--- src/rtl/flow_ctrl_pkg.sv ---
// Shared definitions for the flow-control FSM: state indices, one-hot
// state type and default parameter values.
package flow_ctrl_pkg;

  localparam int S_RESET  = 0;
  localparam int S_INIT   = 1;
  localparam int S_IDLE   = 2;
  localparam int S_ACTIVE = 3;
  localparam int S_PAUSE  = 4;
  localparam int S_ERROR  = 5;

  localparam int NUM_STATES = 6;

  localparam int NCH_DEF         = 4;
  localparam int IDLE_CYCLES_DEF = 3;
  localparam int ERR_CNT_W_DEF   = 8;

  typedef enum logic [NUM_STATES-1:0] {
    ST_RESET  = NUM_STATES'(1 << S_RESET),
    ST_INIT   = NUM_STATES'(1 << S_INIT),
    ST_IDLE   = NUM_STATES'(1 << S_IDLE),
    ST_ACTIVE = NUM_STATES'(1 << S_ACTIVE),
    ST_PAUSE  = NUM_STATES'(1 << S_PAUSE),
    ST_ERROR  = NUM_STATES'(1 << S_ERROR)
  } state_e;

endpackage

--- src/rtl/flow_ctrl_fsm_p_sat_cnt.sv ---
// flow_sat_cnt: saturating up-counter with synchronous clear and enable.
// Used for the all-empty debounce counter and the error-entry counter.
module flow_sat_cnt #(
  parameter int           W   = 2,
  parameter logic [W-1:0] MAX = '1
) (
  input  logic         clk,
  input  logic         rst,
  input  logic         en,
  input  logic         clr,
  input  logic         inc,
  output logic [W-1:0] cnt_o
);

  logic [W-1:0] cnt_q, cnt_d;

  // next count: clear wins, otherwise increment until MAX
  always_comb begin
    cnt_d = cnt_q;
    if (clr) begin
      cnt_d = '0;
    end else if (inc && (cnt_q != MAX)) begin
      cnt_d = cnt_q + 1'b1;
    end
  end

  // count register; reset overrides enable
  always_ff @(posedge clk) begin
    if (rst) begin
      cnt_q <= '0;
    end else if (en) begin
      cnt_q <= cnt_d;
    end
  end

  assign cnt_o = cnt_q;

endmodule

--- src/rtl/flow_ctrl_fsm_p.sv ---
// Flow-control FSM for an NCH-channel FIFO bank.
// Optional macro FLOW_ERR_COUNT_EN adds the err_cnt port (ERROR entry count).
//
// state  | meaning
// RESET  | held in reset, all controls low
// INIT   | waiting for iniciar
// IDLE   | bank idle, waiting for data or overflow
// ACTIVE | normal flow, debouncing all-empty towards IDLE
// PAUSE  | writers paused, pausa accumulates almost_full
// ERROR  | overflow seen, error_full sticky until err_clr with no full
module flow_ctrl_fsm_p
  import flow_ctrl_pkg::*;
#(
  parameter int NCH         = NCH_DEF,
  parameter int IDLE_CYCLES = IDLE_CYCLES_DEF,
  parameter int ERR_CNT_W   = ERR_CNT_W_DEF
) (
  input  logic                  clk,
  input  logic                  rst,
  input  logic                  enb,
  input  logic                  iniciar,
  input  logic                  err_clr,
  input  logic [NCH-1:0]        almost_full,
  input  logic [NCH-1:0]        full,
  input  logic [NCH-1:0]        almost_empty,
  input  logic [NCH-1:0]        empty,
  output logic [NCH-1:0]        pausa,
  output logic [NCH-1:0]        continuar,
  output logic [NCH-1:0]        error_full,
  output logic                  idle,
  output logic [NUM_STATES-1:0] state_o
`ifdef FLOW_ERR_COUNT_EN
  ,
  output logic [ERR_CNT_W-1:0]  err_cnt
`endif
);

  localparam int             ECW       = $clog2(IDLE_CYCLES + 1);
  localparam logic [ECW-1:0] IDLE_LAST = ECW'(IDLE_CYCLES - 1);

  state_e         state_q, state_d;
  logic [NCH-1:0] pausa_q, pausa_d;
  logic [NCH-1:0] continuar_q, continuar_d;
  logic [NCH-1:0] error_full_q, error_full_d;
  logic           idle_q, idle_d;
  logic [ECW-1:0] ecnt;
  logic           all_empty;
  logic           ecnt_inc, ecnt_clr;

  assign all_empty = &empty;

  // next state and next registered outputs, derived from the next state
  always_comb begin
    state_d = state_q;
    case (state_q)
      ST_RESET: state_d = ST_INIT;
      ST_INIT:  if (iniciar) state_d = ST_IDLE;
      ST_IDLE: begin
        if (|full)           state_d = ST_ERROR;
        else if (!all_empty) state_d = ST_ACTIVE;
      end
      ST_ACTIVE: begin
        if (|full)                                  state_d = ST_ERROR;
        else if (|almost_full)                      state_d = ST_PAUSE;
        else if (all_empty && (ecnt >= IDLE_LAST))  state_d = ST_IDLE;
      end
      ST_PAUSE: begin
        if (|full)              state_d = ST_ERROR;
        else if (~|almost_full) state_d = ST_ACTIVE;
      end
      ST_ERROR: if (err_clr && ~|full) state_d = ST_INIT;
      default:  state_d = ST_RESET;
    endcase

    idle_d = (state_d == ST_IDLE);

    pausa_d = '0;
    if (state_d == ST_PAUSE) begin
      pausa_d = (state_q == ST_PAUSE) ? (pausa_q | almost_full) : almost_full;
    end

    continuar_d = '0;
    if ((state_d == ST_ACTIVE) || (state_d == ST_PAUSE)) begin
      continuar_d = almost_empty & ~empty;
    end

    error_full_d = error_full_q;
    if (state_d == ST_ERROR) begin
      error_full_d = error_full_q | full;
    end else if (state_q == ST_ERROR) begin
      error_full_d = '0;
    end

    ecnt_inc = (state_q == ST_ACTIVE) && all_empty;
    ecnt_clr = (state_q != ST_ACTIVE) || !all_empty || (state_d != ST_ACTIVE);
  end

  // state and output registers; hold while enb is low
  always_ff @(posedge clk) begin
    if (rst) begin
      state_q      <= ST_RESET;
      pausa_q      <= '0;
      continuar_q  <= '0;
      error_full_q <= '0;
      idle_q       <= 1'b0;
    end else if (enb) begin
      state_q      <= state_d;
      pausa_q      <= pausa_d;
      continuar_q  <= continuar_d;
      error_full_q <= error_full_d;
      idle_q       <= idle_d;
    end
  end

  flow_sat_cnt #(
    .W   (ECW),
    .MAX (ECW'(IDLE_CYCLES))
  ) u_empty_cnt (
    .clk   (clk),
    .rst   (rst),
    .en    (enb),
    .clr   (ecnt_clr),
    .inc   (ecnt_inc),
    .cnt_o (ecnt)
  );

`ifdef FLOW_ERR_COUNT_EN
  flow_sat_cnt #(
    .W   (ERR_CNT_W),
    .MAX ({ERR_CNT_W{1'b1}})
  ) u_err_cnt (
    .clk   (clk),
    .rst   (rst),
    .en    (enb),
    .clr   (1'b0),
    .inc   ((state_d == ST_ERROR) && (state_q != ST_ERROR)),
    .cnt_o (err_cnt)
  );
`else
  // keeps ERR_CNT_W referenced in builds without the error counter
  logic [ERR_CNT_W-1:0] err_cnt_unused;
  assign err_cnt_unused = '0;
`endif

  assign pausa      = pausa_q;
  assign continuar  = continuar_q;
  assign error_full = error_full_q;
  assign idle       = idle_q;
  assign state_o    = state_q;

endmodule

--- config.mk ---
export PLATFORM = sky130hd
export DESIGN_NAME = flow_ctrl_fsm_p
export DESIGN_NICKNAME = d
export VERILOG_FILES = /design/src/rtl/flow_ctrl_pkg.sv /design/src/rtl/flow_ctrl_fsm_p_sat_cnt.sv /design/src/rtl/flow_ctrl_fsm_p.sv
export SDC_FILE = /design/constraint.sdc
export NUM_CORES = 1
export LEC_CHECK = 0
export BUFFER_PORTS_ARGS = -buffer_cell sky130_fd_sc_hd__buf_2
export CAP_MARGIN = 20
export CORE_MARGIN = 1
export CORE_UTILIZATION = 49
export DETAILED_ROUTE_END_ITERATION = 16
export PLACE_DENSITY = 0.78
export REMOVE_ABC_BUFFERS = 1
export SYNTH_ARGS = -nofsm -noshare
export SYNTH_HDL_FRONTEND = slang
export SYNTH_SLANG_ARGS = --single-unit
--- constraint.sdc ---
create_clock -name clk -period 2.1 [get_ports clk]
set_input_delay 0.315 -clock clk [delete_from_list [all_inputs] [get_ports clk]]
set_output_delay 0.315 -clock clk [all_outputs]
set_load 0.01 [all_outputs]
==> results by group <==
Clock tree
  – CTS root buf: clkbuf_4
  – Clock sink count: 21
  – Post_cts resized: 0
  – CTS tree: built
  – H-tree depth: 1
  – Post-CTS setup buffer count: 0
  – Clk slew on worst S/H paths: 0.12 ns
  – Total CTS buffers: 3
  – Longest Clk Path Bufs: 2
  – Worst skew pair latency: 0.31 ns
  – Hold bufs inserted after CTS: 0

GRT
  – Global-route wire length before repair: 4712 µm
  – Initial antenna violation count: 0
  – Global route overflow: 0
  – Number of global-route vias before repair: 1,135
  – Gr usage total: 24.34%
  – Largest net degree at the start of global routing: 16

Drt
  – Via density: 6.052
  – DR pass1 iterations: 4
  – WL per Instance: 14.79 µm
  – Final WL: 2839 µm
  – Post-route ant nets: 0
  – Routed vias: 1,162
  – DRC Markers: 0
  – Initial DRC Count: 47

Status
  – Status: completed

Floorplanning
  – Initial Util: 52.27%
  – Core ar.: 0.002233 mm²
  – Die Height: 50.81 µm
  – Die width: 50.81 µm
  – Num rows: 17
  – I/O pins: 40
  – Total die area: 0.002582 mm²

Logic synthesis
  – Yosys top cell area share: 36.01%
  – Syn. warnings: 0
  – Synth area leaders: dfxtp_1 (36%), nor2_1 (4.8%), a32o_1 (3.4%)
  – Synth area leader: dfxtp_1
  – FF+latch count, synth: 21
  – Register area share after synthesis: 36.01%
  – Post-Syn Area per Cell: 9.265 µm²
  – Syn Inst Count: 126
  – Synthesized area: 0.001167 mm²
  – Netlist cell types: 45

Critical path
  – Worst R2R Setup Slack: 0.26 ns
  – CP Capture Type: flop
  – Kind of critical path: flop to flop
  – Worst Reg-to-Reg Cells: 4
  – R2r endpoint: state_o[2]$_SDFFE_PP0P_
  – Critical Path Source Type: flop
  – Buf/Inv on CP: 0
  – CP delay by family, top: simple AND/OR/NAND/NOR gates
  – CP Cell Sequence: nor4_4 > nand4b_1 > a211o_1 > a211oi_1
  – CP arrival: 2.06 ns
  – Reg2reg start: state_o[5]$_SDFFE_PP0P_
  – CP Data Required Time: 2.32 ns
  – CP max stage cell: nor4_4
  – CP Max Fanout: 11
  – Peak per-stage delay on the critical path: 0.50 ns

Final layout
  – Post-route cell area: 0.001394 mm²
  – ANT cells: 0
  – Layout cells sized above 1: 32.32%
  – Nets: 188
  – Area Growth Syn to Fin: 19.40%
  – Fill count: 200

Hold path
  – Worst hold path class: primary input to flop
  – Worst hold stages: 2
  – Min-delay src: almost_empty[1]
  – Hold Path End: continuar[1]$_SDFFE_PP0P_

Place
  – Setup WS pre-CTS: 0.2346 ns
  – GP Congestion: 0.8373
  – Cell area after placement: 0.001368 mm²
  – IO Port Bufs: 39
  – DP Wirelength: 2060 µm

STA
  – Setup WS post-layout: 0.2599 ns
  – Min cycle time layout: 1.840 ns
  – Worst-margin pin slew: 0.5822 ns
  – Fin Setup TNS: 0 ns
  – Clock Skew: 0.01026 ns
  – RSZ-0062 raised after global routing: no
  – Final Hold Viols: 0
  – Worst hold slack: 0.2581 ns
  – Final setup violation count: 0
  – Headroom to the max-slew limit: 60.87%
  – Fin. max-slew vios: 0
  – Period utilization: 87.62%
  – Max Fclk: 543.5 MHz

Power and ir drop
  – PwrDens: 518.9 mW/mm²
  – Peak VDD IR: 0.4094 mV
  – Lkg Pwr: 0.0006045 µW

Job
  – Max capacitance violation total: 0
==> power breakdown <==
| group | internal (µW) | switching, µW | leakage [µW] |
|---|---|---|---|
| logic | 48.9 | 57.3 | 0.000420 |
| clock network | 74.1 | 120 | 0.0000150 |
| registers | 405 | 17.9 | 0.000170 |
==> per-stage QoR <==
stage | power (µW) | std cells | utilization (%)
floorplan | 482.9 | 119 | -
global route | 747.8 | 192 | 62.41
CTS | 724.4 | 192 | 62.41
detailed placement | 536.1 | 188 | 61.23
finish | 723.3 | 192 | 62.41
global placement | 532.4 | 188 | 61.23
==> metal layers <==
metal / wire (µm) / track usage (%) / up-vias
met4: 68 / 15.74 / 0
met3: 120 / 4.167 / 8
met2: 1388 / 38.22 / 31
li1: - / - / 576
met1: 1262 / 30.67 / 547
met5: 0 / 0 / -
==> cell families (layout without fill, tap and decap cells) <==
| family | Yosys count | after routing | synth area share (%) |
|---|---|---|---|
| AO/OA/AOI/OAI | 39 | 39 | 27.33 |
| AND/OR/NAND/NOR | 48 | 48 | 26.47 |
| buffers and inverters | 13 | 51 | 5.787 |
| flip-flops | 21 | 21 | 36.01 |
| adder cells (fa/ha/maj) | 2 | 2 | 2.143 |
| XOR/XNOR | 3 | 3 | 2.251 |
==> cells in the mapped netlist <==
library cell,number
nor4_4,1
o2111a_1,1
o21ai_0,3
a41o_2,1
or4_1,1
o2111ai_1,2
nand4b_1,3
xor2_1,2
a32o_1,4
nor4b_1,2
nor3_1,2
a22o_1,4
a32oi_1,1
nor4_2,1
inv_1,6
a211o_1,2
a211oi_1,2
a41oi_1,2
o2111a_2,1
nand4_1,1
or4_4,2
a21o_1,1
a21oi_1,2
nor3b_2,1
clkbuf_1,2
and2b_2,1
nand3_1,2
o221a_2,1
a22oi_1,5
o31ai_1,1
nor2_1,15
nand3b_1,3
o21a_1,1
and4b_1,1
buf_6,2
ha_1,2
o41ai_1,1
dfxtp_1,21
nor4_1,3
nand2_1,4
buf_2,3
nor2b_1,5
a31oi_1,3
o311ai_1,1
xnor2_1,1
==> cell usage in the layout (no fill, tap or decap), drive strengths merged, types with 3 or more instances in the layout <==
cell type,synthesis,routed
a32o,4,4
nand4b,3,3
nor4,5,5
nand3b,3,3
clkbuf,2,4
buf,5,41
a22oi,5,5
or4,3,3
a22o,4,4
o21ai,3,3
nor2,15,15
inv,6,6
nor2b,5,5
dfxtp,21,21
nand2,4,4
a31oi,3,3
==> area by class of cell <==
cell class | count | area (µm²) | area share [%]
timing repair buffer | 41 | 210.2 | 15.08
clock buffer | 4 | 26.28 | 1.885
tap | 28 | 35.03 | 2.513
sequential | 21 | 420.4 | 30.16
multi-input combinational | 92 | 679.4 | 48.74
inverter | 6 | 22.52 | 1.616
==> how the worst max path moves through the flow <==
stage | startpoint | cells after the start | slack, ns | to
after floorplan | almost_full[2] | 4 | 0.47 | continuar[0]$_SDFFE_PP0P_
after global placement | almost_full[2] | 5 | 0.28 | continuar[0]$_SDFFE_PP0P_
after detailed placement | almost_full[2] | 5 | 0.23 | continuar[2]$_SDFFE_PP0P_
after CTS | state_o[3]$_SDFFE_PP0P_ | 4 | 0.29 | continuar[2]$_SDFFE_PP0P_
after global routing | state_o[5]$_SDFFE_PP0P_ | 4 | 0.15 | state_o[2]$_SDFFE_PP0P_
final | state_o[5]$_SDFFE_PP0P_ | 4 | 0.26 | state_o[2]$_SDFFE_PP0P_
==> state kept, by name (all words and copies together) (netlist names) <==
signal / cells
state_o: 6
continuar: 4
error_full: 4
pausa: 4
u_empty_cnt.cnt_o: 2
idle: 1
Note: power is estimated with default switching activity, not from simulation.
